[src/rtl/xrs_wbctl_pkg.sv]
// ---------------------------------------------------------------------------
// xrs_wbctl_pkg : shared RWE codes, default sizing and helpers for xrs_wbctl
// Revision: 1.0
// ---------------------------------------------------------------------------
`default_nettype none

package xrs_wbctl_pkg;

    localparam int XRS_WBCTL_MAXLD_DEFAULT = 2;

    typedef enum logic [2:0] {
        XRS_RWE_NO  = 3'd0,
        XRS_RWE_S8  = 3'd1,
        XRS_RWE_S16 = 3'd2,
        XRS_RWE_S32 = 3'd3,
        XRS_RWE_S64 = 3'd4,
        XRS_RWE_U8  = 3'd5,
        XRS_RWE_U16 = 3'd6,
        XRS_RWE_U32 = 3'd7
    } xrs_rwe_e;

    // Writes aimed at x0 are turned into no-ops before they reach xrs.
    function automatic logic [2:0] wb_rwe(input logic [4:0] rd, input logic [2:0] rwe);
        return (rd == 5'd0) ? XRS_RWE_NO : rwe;
    endfunction

endpackage

`default_nettype wire

[src/rtl/xrs_sb.sv]
// ---------------------------------------------------------------------------
// xrs_sb : load scoreboard - per-register busy bits, in-flight count, error
// Revision: 1.0
// ---------------------------------------------------------------------------
`default_nettype none

module xrs_sb
    import xrs_wbctl_pkg::*;
#(
    parameter int MAXLD = XRS_WBCTL_MAXLD_DEFAULT
) (
    input  logic        clk_i,
    input  logic        reset_i,
    input  logic        set_i,
    input  logic [4:0]  set_idx_i,
    input  logic        clr_i,
    input  logic [4:0]  clr_idx_i,
    output logic        ready_o,
    output logic [31:0] busy_o,
    output logic [2:0]  count_o,
    output logic        err_o
);

    logic [31:0] busy_nxt;
    logic [2:0]  count_nxt;
    logic        err_nxt;
    logic        inc;
    logic        dec;

    always_comb begin
        ready_o   = (count_o < 3'(MAXLD));
        inc       = set_i & ready_o;
        dec       = clr_i & (count_o != 3'd0);
        count_nxt = count_o + {2'b00, inc} - {2'b00, dec};
        err_nxt   = err_o | (set_i & ~ready_o) | (clr_i & (count_o == 3'd0));
        busy_nxt  = busy_o;
        // Clear first so a same-register issue in the same cycle wins.
        if (clr_i)
            busy_nxt[clr_idx_i] = 1'b0;
        if (inc)
            busy_nxt[set_idx_i] = 1'b1;
        busy_nxt[0] = 1'b0;
    end

    always_ff @(posedge clk_i or posedge reset_i) begin
        if (reset_i) begin
            busy_o  <= '0;
            count_o <= '0;
            err_o   <= 1'b0;
        end else begin
            busy_o  <= busy_nxt;
            count_o <= count_nxt;
            err_o   <= err_nxt;
        end
    end

endmodule

`default_nettype wire

[src/rtl/xrs_wbctl.sv]
// ---------------------------------------------------------------------------
// xrs_wbctl : merges load and ALU write-back onto the single xrs write port
// Revision: 1.0
// ---------------------------------------------------------------------------
`default_nettype none

module xrs_wbctl
    import xrs_wbctl_pkg::*;
#(
    parameter int MAXLD = XRS_WBCTL_MAXLD_DEFAULT
) (
    input  logic        clk_i,
    input  logic        reset_i,
    input  logic        iss_valid_i,
    input  logic [4:0]  iss_rd_i,
    output logic        iss_ready_o,
    input  logic [4:0]  ra_i,
    input  logic [4:0]  rb_i,
    output logic        hazard_o,
    input  logic        ld_valid_i,
    input  logic [4:0]  ld_rd_i,
    input  logic [2:0]  ld_rwe_i,
    input  logic [63:0] ld_dat_i,
    input  logic        alu_valid_i,
    input  logic [4:0]  alu_rd_i,
    input  logic [63:0] alu_dat_i,
    output logic        alu_ready_o,
    output logic [4:0]  xrs_rd_o,
    output logic [63:0] xrs_rdat_o,
    output logic [2:0]  xrs_rwe_o,
    output logic [31:0] busy_o,
    output logic [2:0]  count_o,
    output logic        err_o
);

    xrs_sb #(
        .MAXLD (MAXLD)
    ) u_sb (
        .clk_i     (clk_i),
        .reset_i   (reset_i),
        .set_i     (iss_valid_i),
        .set_idx_i (iss_rd_i),
        .clr_i     (ld_valid_i),
        .clr_idx_i (ld_rd_i),
        .ready_o   (iss_ready_o),
        .busy_o    (busy_o),
        .count_o   (count_o),
        .err_o     (err_o)
    );

    assign hazard_o    = busy_o[ra_i] | busy_o[rb_i];
    // Loads cannot stall, so they own the port; ALU also waits out a WAW.
    assign alu_ready_o = ~ld_valid_i & ~busy_o[alu_rd_i];

    always_ff @(posedge clk_i or posedge reset_i) begin
        if (reset_i) begin
            xrs_rd_o   <= 5'd0;
            xrs_rdat_o <= 64'd0;
            xrs_rwe_o  <= XRS_RWE_NO;
        end else if (ld_valid_i) begin
            xrs_rd_o   <= ld_rd_i;
            xrs_rdat_o <= ld_dat_i;
            xrs_rwe_o  <= wb_rwe(ld_rd_i, ld_rwe_i);
        end else if (alu_valid_i & alu_ready_o) begin
            xrs_rd_o   <= alu_rd_i;
            xrs_rdat_o <= alu_dat_i;
            xrs_rwe_o  <= wb_rwe(alu_rd_i, XRS_RWE_S64);
        end else begin
            xrs_rwe_o  <= XRS_RWE_NO;
        end
    end

endmodule

`default_nettype wire
[config.mk]
export PLATFORM = sky130hd
export DESIGN_NAME = xrs_wbctl
export DESIGN_NICKNAME = d
export VERILOG_FILES = /design/src/rtl/xrs_wbctl_pkg.sv /design/src/rtl/xrs_sb.sv /design/src/rtl/xrs_wbctl.sv
export SDC_FILE = /design/constraint.sdc
export NUM_CORES = 1
export LEC_CHECK = 0
export CORE_ASPECT_RATIO = 2
export CORE_UTILIZATION = 30
export DETAILED_ROUTE_END_ITERATION = 8
export GPL_TIMING_DRIVEN = 0
export HOLD_SLACK_MARGIN = 0.03
export SLEW_MARGIN = 20
export SYNTH_ARGS = -nofsm -noshare
export SYNTH_HDL_FRONTEND = slang
export SYNTH_HIERARCHICAL = 1
export SYNTH_SLANG_ARGS = --single-unit
[constraint.sdc]
create_clock -name clk_i -period 8.1 [get_ports clk_i]
set_input_delay 1.62 -clock clk_i [delete_from_list [all_inputs] [get_ports clk_i]]
set_output_delay 1.62 -clock clk_i [all_outputs]
set_load 0.005 [all_outputs]
==> impl_metrics.yaml <==
finish:
  nets: 1042
  fill_cells: 1854
  fin_area_um2: 9050
  final_layout_size_suffix_gt1_share_pct: 7.48
  area_growth_pct: 57.3
clocking:
  path_clk_slew_ns: 0.08
  clkLatencyLatePin_ns: 0.36
  cts_buffers: 9
  cts_setup_buffers: 0
  clockBufferDepth: 2
  cts_hold_buffers: 0
  cts_tree: "done"
  cts_sinks: 107
  cts-htree-levels: 3
  ctsResizeCount: 0
  cts_root_buf: "clkbuf_16"
sta:
  period_share_pct: 68.7
  skew_ns: 0.0119
  finalSetupTns_ns: 0
  rsz0062_at_grt: "false"
  fmax_ghz: 0.180
  slew_violations: 0
  fin_crit_ns: 5.56
  hold_violations: 0
  slew_headroom_pct: 49.9
  tightest_slew_ns: 0.751
  setup_viol: 0
worst_setup_path:
  timing.rr.start: "u_sb/busy_o[1]$_DFF_PP0_"
  crit_path_frequent_cell: "mux4_2"
  worstPathCellList: "clkbuf_1, mux4_2, mux4_2, mux2i_1, nand2_1, clkdlybuf4s50_1"
  crit_path_max_incr_delay_ns: 0.64
  rr_endpoint: "xrs_rd_o[0]$_DFFE_PP0P_"
  path_class: "primary input to output port"
  start_kind: "primary input"
  slowest_stage: "mux4_2"
  path_max_fanout: 8
  worst_setup_path_end_kind: "output port"
  critPathTopFamily: "multiplexers"
  crit_buf_inv: 2
  r2r_slack_ns: 5.44
  required_ns: 6.48
  reg2reg_depth: 7
  arrival_ns: 3.94
placed_design:
  dp_hpwl_um: 17700
  port_buffers: 263
  gp_congestion: 0.888
  place_area_um2: 8740
floorplanning:
  die_x_um: 99.9
  ios: 272
  num_rows: 71
  dieArea_um2: 19800
  coreArea_um2: 18800
  die_h_um: 198
  initial_core_util_pct: 30.6
logic_synthesis:
  seq_area_frac_synth_pct: 46.5
  synth-edff-count: 0
  yosys_warnings: 6
  syn_nets: 767
  avgSynthCellArea_um2: 9.56
  syn-cell-area_um2: 5760
  ys_types: 42
  syn_inst: 602
  synth_seq_cells: 107
  async_flop_share_pct: 100
  synthFlopType: "dfrtp_1"
grt:
  grt_pass1_wl_um: 34200
  grt_remaining_overflow: 0
  antenna_found_initial: 1
  grt_max_degree: 44
  grt_pass1_vias: 6035
  track_usage_pct: 23.3
drt:
  vias: 5683
  drtAntennaViolNets: 0
  wirelength_um: 22600
  drtIter0Drc: 180
  drc: 0
  wl_per_cell_um: 19.8
  via_per_inst: 4.99
  firstDrtPassIters: 4
run:
  maxCapViolations: 0
power:
  power.density_nw_per_um2: 208
  leakagePower_nw: 3.80
  ir_drop_mv: 0.0997
min_path:
  min-delay-start: "u_sb/err_o$_DFF_PP0_"
  holdPathEnd: "u_sb/err_o$_DFF_PP0_"
  min_path_cells: 1
  min_path_type: "flop to flop"
run_status:
  status: "finished, final reports clean"
metrics by stage:
| step | hold WS, ns | setup WS, ns | instances | utilization (%) | power [mW] |
|---|---|---|---|---|---|
| floorplan | 0.472 | 3.23 | 602 | - | 1.00 |
| global placement | 0.472 | 2.53 | 1120 | 46.2 | 1.42 |
| detailed placement | 0.473 | 2.51 | 1121 | 46.4 | 1.43 |
| CTS | 0.491 | 2.50 | 1137 | 48.1 | 1.91 |
| global route | 0.528 | 2.35 | 1138 | 48.1 | 1.99 |
| finish | 0.504 | 2.54 | 1138 | 48.1 | 1.88 |
state kept, by name (all words and copies together), names as in the netlist:
| name | flops |
|---|---|
| xrs_rwe_o | 3 |
| u_sb/busy_o | 31 |
| u_sb/count_o | 3 |
| u_sb/err_o | 1 |
| xrs_rdat_o | 64 |
| xrs_rd_o | 5 |
Yosys cell counts, drive strengths merged, types with 2 or more instances:
cell     instances  share of area (%)
nand2          146                9.5
dfrtp          107                 47
inv             80                5.2
o311ai          69                 11
o21ai           64                5.6
mux4            22                8.6
clkbuf          21                1.4
buf             18                2.1
mux2i           11                1.9
nand3b           9                1.2
or3b             7                1.2
nor2             6               0.39
nor2b            5               0.54
ha               3               0.65
nand3            3               0.26
or3              3               0.41
a2111oi          2               0.41
a21oi            2               0.17
a22oi            2               0.26
and3             2               0.22
mux2             2               0.39
nand2b           2               0.22
nand4b           2               0.30
nor3             2               0.17
area by class of cell:
cell class / instances / area [µm²] / share of cell area [%]
inverter: 80 / 303 / 3.34
sequential: 107 / 2680 / 29.6
clock inverter: 5 / 60.1 / 0.663
clock buffer: 11 / 253 / 2.79
multi-input combinational: 376 / 2580 / 28.5
tap: 255 / 319 / 3.52
timing repair buffer: 264 / 2660 / 29.4
buffer: 39 / 201 / 2.23
antenna: 1 / 2.50 / 0.0276
cells by family (layout without fill, tap and decap cells):
logic type / count (synthesis) / count (layout) / synth area share, %
and+or+nand+nor: 191 / 191 / 14.8
DFF: 107 / 107 / 46.5
xor gates and xnor gates: 1 / 1 / 0.152
buffers and inverters: 119 / 399 / 8.72
adders and majority gates: 4 / 4 / 1.00
muxes: 35 / 35 / 10.9
other: 1 / 2 / 0.0652
AOI/OAI and AO/OA: 144 / 144 / 17.8
layer usage:
layer  part of all wire, %  global-route usage, %  vias to the layer above
met3                   5.2                   3.53                       62
met1                    34                   22.9                     2701
met4                   5.5                   14.3                        0
li1                      -                      -                     2669
met2                    56                   44.4                      251
met5                     0                      0                        -
how the worst max path moves through the flow:
stage                       start       end  slack (ns)  cells after the start
after detailed placement  rb_i[0]  hazard_o        2.51                      6
after CTS                 rb_i[0]  hazard_o        2.50                      6
after floorplan           ra_i[0]  hazard_o        3.23                      5
final                     rb_i[0]  hazard_o        2.54                      6
after global placement    rb_i[0]  hazard_o        2.53                      6
after global routing      rb_i[0]  hazard_o        2.35                      6
report_power, final:
| part | switching, mW | internal, mW |
|---|---|---|
| clock network | 0.213 | 0.258 |
| registers | 0.111 | 0.637 |
| logic | 0.260 | 0.404 |
cells in the final DEF (no fill, tap or decap), types with 13 or more instances in the layout:
master,Yosys,layout
o21ai_0,31,31
dfrtp_1,107,107
clkdlybuf4s50_1,0,263
nand2_1,146,146
clkbuf_1,21,21
o21ai_1,33,33
buf_4,13,13
o311ai_1,69,69
inv_1,80,78
mux4_2,22,22
(Power assumes the default switching activity.)
